[src/rtl/pipe_stage_chain_if.sv]
`timescale 1ns/1ps
// Handshake bundle for pipe_stage_chain.
// The upstream producer, the downstream consumer and the debug controls share one bundle.
// master: the side that drives the chain (producer, consumer and debug unit).
// slave:  the chain itself.
interface pipe_stage_chain_if #(
    parameter int DATA_W = 32,
    parameter int STAGES = 2
);
    localparam int OCC_W = $clog2(STAGES + 1);

    logic              i_pipeline_enable;
    logic              i_flush;
    logic              i_valid;
    logic              o_ready;
    logic [DATA_W-1:0] i_data;
    logic              o_valid;
    logic              i_ready;
    logic [DATA_W-1:0] o_data;
    logic [OCC_W-1:0]  o_occupancy;
    logic              o_halt;

    modport master (
        output i_pipeline_enable, i_flush, i_valid, i_data, i_ready,
        input  o_ready, o_valid, o_data, o_occupancy, o_halt
    );

    modport slave (
        input  i_pipeline_enable, i_flush, i_valid, i_data, i_ready,
        output o_ready, o_valid, o_data, o_occupancy, o_halt
    );
endinterface

[src/rtl/pipe_stage_chain.sv]
`timescale 1ns/1ps
// Elastic register chain: carries an opaque payload through STAGES registers
// with valid/ready handshake, bubble collapsing, flush, debug freeze, sticky
// halt capture and an occupancy count. State updates on the falling clock edge.
// Ports: i_clock, i_reset (async, active-high) plus the handshake bundle
// (enable, flush, upstream valid/ready/data, downstream valid/ready/data,
// occupancy, halt) on the slave modport of pipe_stage_chain_if.
module pipe_stage_chain #(
    parameter int DATA_W   = 32,
    parameter int STAGES   = 2,
    parameter int HALT_BIT = 0
) (
    input  logic                 i_clock,
    input  logic                 i_reset,
    pipe_stage_chain_if.slave    bus
);
    localparam int OCC_W = $clog2(STAGES + 1);

    logic [STAGES-1:0] v;
    logic [DATA_W-1:0] d [STAGES];
    logic              halt;

    logic [STAGES-1:0] adv;
    logic [STAGES-1:0] slot;
    logic              run;
    logic              accept;
    logic [OCC_W-1:0]  occ;

    // Advance terms resolve from the output side backwards, so a stage can
    // take a word in the same edge its downstream neighbour moves on. This
    // is what closes bubbles and gives full throughput.
    always_comb begin
        adv  = '0;
        slot = '0;
        adv[STAGES-1]  = v[STAGES-1] & bus.i_ready;
        slot[STAGES-1] = !v[STAGES-1] | adv[STAGES-1];
        for (int k = STAGES - 2; k >= 0; k--) begin
            adv[k]  = v[k] & slot[k+1];
            slot[k] = !v[k] | adv[k];
        end
    end

    always_comb begin
        occ = '0;
        for (int k = 0; k < STAGES; k++) begin
            occ = occ + OCC_W'(v[k]);
        end
    end

    assign run             = bus.i_pipeline_enable & !bus.i_flush;
    assign bus.o_ready     = run & !halt & slot[0];
    assign bus.o_valid     = v[STAGES-1] & run;
    assign bus.o_data      = d[STAGES-1];
    assign bus.o_occupancy = occ;
    assign bus.o_halt      = halt;
    assign accept          = bus.i_valid & bus.o_ready;

    always_ff @(negedge i_clock or posedge i_reset) begin
        if (i_reset) begin
            v    <= '0;
            halt <= 1'b0;
            for (int k = 0; k < STAGES; k++) begin
                d[k] <= '0;
            end
        end else if (bus.i_pipeline_enable) begin
            if (bus.i_flush) begin
                // Payload is held; only the valid bits are squashed.
                v <= '0;
            end else begin
                if (accept) begin
                    d[0] <= bus.i_data;
                    v[0] <= 1'b1;
                end else if (adv[0]) begin
                    v[0] <= 1'b0;
                end
                for (int k = 1; k < STAGES; k++) begin
                    if (adv[k-1]) begin
                        d[k] <= d[k-1];
                        v[k] <= 1'b1;
                    end else if (adv[k]) begin
                        v[k] <= 1'b0;
                    end
                end
                if (accept && bus.i_data[HALT_BIT]) begin
                    halt <= 1'b1;
                end
            end
        end
    end
endmodule
[src/flat_wrapper.sv]
// flat-port wrapper written by rule: the top's interface ports become plain ports
module pipe_stage_chain_flat 
#(
    parameter int DATA_W   = 32,
    parameter int STAGES   = 2,
    parameter int HALT_BIT = 0
)
  (i_clock, i_reset, bus_i_pipeline_enable, bus_i_flush, bus_i_valid, bus_i_data, bus_i_ready, bus_o_ready, bus_o_valid, bus_o_data, bus_o_occupancy, bus_o_halt);
  pipe_stage_chain_if #(.DATA_W(DATA_W), .STAGES(STAGES)) bus_i ();
  input  logic i_clock;
  input  logic i_reset;
  input wire logic [$bits(bus_i.i_pipeline_enable)-1:0] bus_i_pipeline_enable;
  input wire logic [$bits(bus_i.i_flush)-1:0] bus_i_flush;
  input wire logic [$bits(bus_i.i_valid)-1:0] bus_i_valid;
  input wire logic [$bits(bus_i.i_data)-1:0] bus_i_data;
  input wire logic [$bits(bus_i.i_ready)-1:0] bus_i_ready;
  output wire logic [$bits(bus_i.o_ready)-1:0] bus_o_ready;
  output wire logic [$bits(bus_i.o_valid)-1:0] bus_o_valid;
  output wire logic [$bits(bus_i.o_data)-1:0] bus_o_data;
  output wire logic [$bits(bus_i.o_occupancy)-1:0] bus_o_occupancy;
  output wire logic [$bits(bus_i.o_halt)-1:0] bus_o_halt;
  assign bus_i.i_pipeline_enable = bus_i_pipeline_enable;
  assign bus_i.i_flush = bus_i_flush;
  assign bus_i.i_valid = bus_i_valid;
  assign bus_i.i_data = bus_i_data;
  assign bus_i.i_ready = bus_i_ready;
  assign bus_o_ready = bus_i.o_ready;
  assign bus_o_valid = bus_i.o_valid;
  assign bus_o_data = bus_i.o_data;
  assign bus_o_occupancy = bus_i.o_occupancy;
  assign bus_o_halt = bus_i.o_halt;
  pipe_stage_chain #(.DATA_W(DATA_W), .STAGES(STAGES), .HALT_BIT(HALT_BIT)) u_core (.i_clock(i_clock), .i_reset(i_reset), .bus(bus_i));
endmodule
[config.mk]
export PLATFORM = sky130hd
export DESIGN_NAME = pipe_stage_chain_flat
export DESIGN_NICKNAME = d
export VERILOG_FILES = /design/src/rtl/pipe_stage_chain_if.sv /design/src/rtl/pipe_stage_chain.sv /design/src/flat_wrapper.sv
export SDC_FILE = /design/constraint.sdc
export NUM_CORES = 1
export LEC_CHECK = 0
export CORE_MARGIN = 2
export CORE_UTILIZATION = 49
export CTS_BUF_LIST = sky130_fd_sc_hd__clkbuf_16
export DETAILED_ROUTE_END_ITERATION = 12
export PLACE_DENSITY = 0.77
export SYNTH_ARGS = -nofsm -noshare
export SYNTH_HDL_FRONTEND = slang
export SYNTH_SLANG_ARGS = --single-unit
[constraint.sdc]
create_clock -name i_clock -period 2.63 [get_ports i_clock]
set_input_delay 0.526 -clock i_clock [delete_from_list [all_inputs] [get_ports i_clock]]
set_output_delay 0.526 -clock i_clock [all_outputs]
set_load 0.03 [all_outputs]
; Word level (Yosys, flattened, before mapping)
; Index checks and enable logic that the tools add are counted.
[totals]
reg_bits = 67
out_inout_bits = 37
in_bits = 38
wordCells = 33
[classes]
n_mux = 5
add_sub_neg = 1
bitwise_logic = 10
n_reduce_logical = 12
[op_table]
columns = cell, count
row1 = $reduce_and 3->1, 3
row2 = $and 1x1->1, 7
row3 = $reduce_bool 3->1, 2
row4 = $logic_not 1->1, 4
row5 = $mux 1, 4
row6 = $reduce_and 2->1, 2
row7 = $add 1x1->2, 1
row8 = $mux 2, 1
row9 = $or 1x1->1, 2
row10 = $logic_and 1x1->1, 1
row11 = $not 1->1, 1

; Logic depth before layout (Yosys ltp)
[logic_depth]
word_depth = 8
mapped_depth = 4
depth_no_buf = 3

==> impl_metrics.toml <==
[synthesis]
yosys_register_bits = 67
synth.net_count = 225
synth_top_area_share_pct = 57.2
ys_warn_count = 0
netlist_top_cells_area = "dfrtn_1 57%, mux2_4 15%, mux2_2 13%, buf_4 8.7%, buf_6 1.5%"
synthCells = 186
post-synth-top-count-cell = "dfrtn_1"
netlist.top_cell.by_area = "dfrtn_1"
syn-cell-area_sq_um = 2930
post_synthesis_area_per_instance_sq_um = 15.8
synth_flop_cell = "dfrtn_1"
post_synth_edffs = 0
synth_async_sr_flop_share_pct = 100
post_synth_cell_types = 18
netlist_top_cells_count = "67 x dfrtn_1, 34 x buf_4, 34 x mux2_2"
synth_sequential_area_ratio_pct = 57.2

[routing]
drtAntennaViolNets = 0
drcViolationCount = 0
via_count = 1783
routed_wirelength_mm = 6.55
routed_via_density = 4.77
first_pass_iters = 4
routedWlPerCell_microns = 17.5
1st_iter_drt_viols = 50

[setup_path]
reg2reg_to = "u_core.d[59]"
slowest_delay_ns = 0.35
ff2ff_path_depth = 7
data_arrival_time_of_the_worst_path_ns = 2.66
critPathRequiredTime_ns = 2.10
slowest_stage = "dfrtn_1"
timing.reg2reg.setup_slack_ns = 0.77
cell_by_cell_trace_of_the_critical_path = "nand3b_1 > buf_4 > nor4b_4 > buf_6"
worst-path-max-fanout = 2
crit_family = "simple AND/OR/NAND/NOR gates"
startpoint = "u_core.v[0]"
criticalPathCategory = "reg -> out"
number_of_buffer_and_inverter_instances_along_the_worst_setup_path = 2
worstReg2RegStart = "u_core.bus.o_halt"
end_kind = "primary output"
worst_setup_path_start_kind = "register"

[sta]
setup-violations-final = 101
drv_slew = 0
finalHoldViolations = 0
setup_slack_ns = -0.551
rsz0062_at_grt = "true"
hold_ws_ns = 0.457
tightestPinTransition_ns = 0.210
timing.max_slew.rel_slack_pct = 85.9
timing.clock.skew_ns = 0.00456

[clock_network]
cts_max_path_buffers = 2
numClockSinks = 67
root_buffer = "clkbuf_16"
clock_tree.htree_level_count = 3
cts_tree = "built"
insertion_delay_of_the_later_clocked_pin_in_the_worst_skew_pair_ns = 0.33
clock_pin_transition_on_the_worst_setup_and_hold_timing_paths_ns = 0.04
cts_inserted_buffers = 9

[grt]
number_of_antenna_violations_at_the_first_check_in_global_routing = 0
first_global_vias = 1907
busiest_layer = "met2"
groute.usage.overall_pct = 21.2
grt_use_met3_pct = 6.22
grt_pass1_wl_mm = 10.0
use_met1_pct = 26.7
grt_max_degree = 40
globalRouteMet2Util_pct = 34.5
grt_remaining_overflow = 0

[place]
routabilityCongestion = 0.801
hpwl_mm = 3.65
number_of_i_o_port_buffers = 74

[layout]
final_layout_size_suffix_gt1_share_pct = 63.5
num_antenna_cells = 0
multi_input_area_sq_um = 1110
area_growth_pct = 58.1
sequential_cell_area_sq_um = 1680
num-nets-final = 335
fillCellCount = 329

[die]
io_pins = 75
core-area_sq_um = 5850
dieArea_sq_um = 6620
floorplan.initialDensity_pct = 50.1
die_w_microns = 81.4
floorplan.die.height_microns = 81.4
fp-row-count = 28

[outcome]
failed_checks = "negative setup slack"
run_status = "finished with violations"

[hold_path]
holdPathStages = 1
hold_path.startpoint = "u_core.d[60]"
min_path_type = "reg -> reg"
worst_hold_path.endpoint = "u_core.bus.o_data[28]"

[pwr]
power_per_cell_area_nw_per_um2 = 1110
ir_drop_uv = 679
total_power_mw = 5.14
power.leakage_nw = 2.29

[run]
max-cap-violations = 0
## cell families after synthesis
group           share of synthesized area (%)
flops                                    57.2
mux                                      28.4
buf+inv                                  10.8
simple gates                             1.84
compound gates                           1.37
fa+ha+maj                               0.427
## power by group
group          switching [mW]  total, mW  internal (mW)
Sequential              0.277       1.73           1.45
Clock                   0.406       1.12          0.712
Combinational           0.915       2.29           1.38
Total                    1.60       5.14           3.54
## stage by stage
step | TNS, ns | std cells | worst slack (ns) | utilization (%) | instance area [sq um]
floorplan | -12.34 | 186 | -0.388 | - | 3120
global placement | -51.29 | 314 | -0.795 | 64.0 | 3750
detailed placement | -52.23 | 314 | -0.819 | 64.0 | 3750
CTS | -12.15 | 361 | -0.570 | 78.6 | 4600
global route | -12.65 | 374 | -0.609 | 79.2 | 4630
finish | -10.40 | 374 | -0.551 | 79.2 | 4630
## worst reg2reg max path: cells and delay by family (launching register included)
| family | cells | cell delay, ns |
|---|---|---|
| and+or+nand+nor | 2 | 0.46 |
| DFF | 1 | 0.37 |
| buffers and inverters | 4 | 0.55 |
| muxes | 1 | 0.30 |
## cell type report
cell class / count / share of cell area, %
multi-input cells: 77 / 24.0
inverters: 4 / 0.567
clock buffers: 9 / 4.86
flip-flops and latches: 67 / 36.2
clock inverters: 5 / 1.03
repair buffers: 137 / 31.3
well taps: 75 / 2.02
## how the worst max path moves through the flow
stage,cells after the start,endpoint
floorplan,1,bus_o_ready
global placement,6,u_core.bus.o_data[4]
detailed placement,6,u_core.bus.o_data[8]
CTS,4,bus_o_ready
global route,4,bus_o_ready
finish,4,bus_o_ready
## metal layers
metal / vias up / share of wire [%]
li1: 828 / -
met1: 906 / 43
met2: 43 / 52
met3: 6 / 4.2
met4: 0 / 1.3
met5: - / 0
## what timing repair did
action | CTS | global route
resized for setup | 70 | 8
endpoints found under the setup margin | 104 | 101
hold buffers | 0 | 0
buffers inserted | 29 | 19
gates cloned | 6 | 0
pin swaps | 4 | 1
## cells in the final DEF (no fill, tap or decap), types with 2 or more instances in the layout
| cell | netlist | layout |
|---|---|---|
| buf_8 | 0 | 2 |
| clkdlybuf4s50_1 | 0 | 33 |
| buf_12 | 0 | 11 |
| buf_16 | 0 | 2 |
| buf_4 | 34 | 46 |
| buf_2 | 0 | 2 |
| inv_1 | 4 | 2 |
| dfrtn_1 | 67 | 67 |
| clkbuf_16 | 0 | 9 |
| o21ai_0 | 2 | 2 |
| buf_6 | 4 | 41 |
| clkinv_2 | 0 | 2 |
| mux2_4 | 30 | 64 |
## sequential cells by signal, indices dropped and copies added, names as in the netlist
name,cells
u_core.bus.o_data,32
u_core.d,32
u_core.v,2
u_core.bus.o_halt,1
Power figures use the tool's default switching activity.
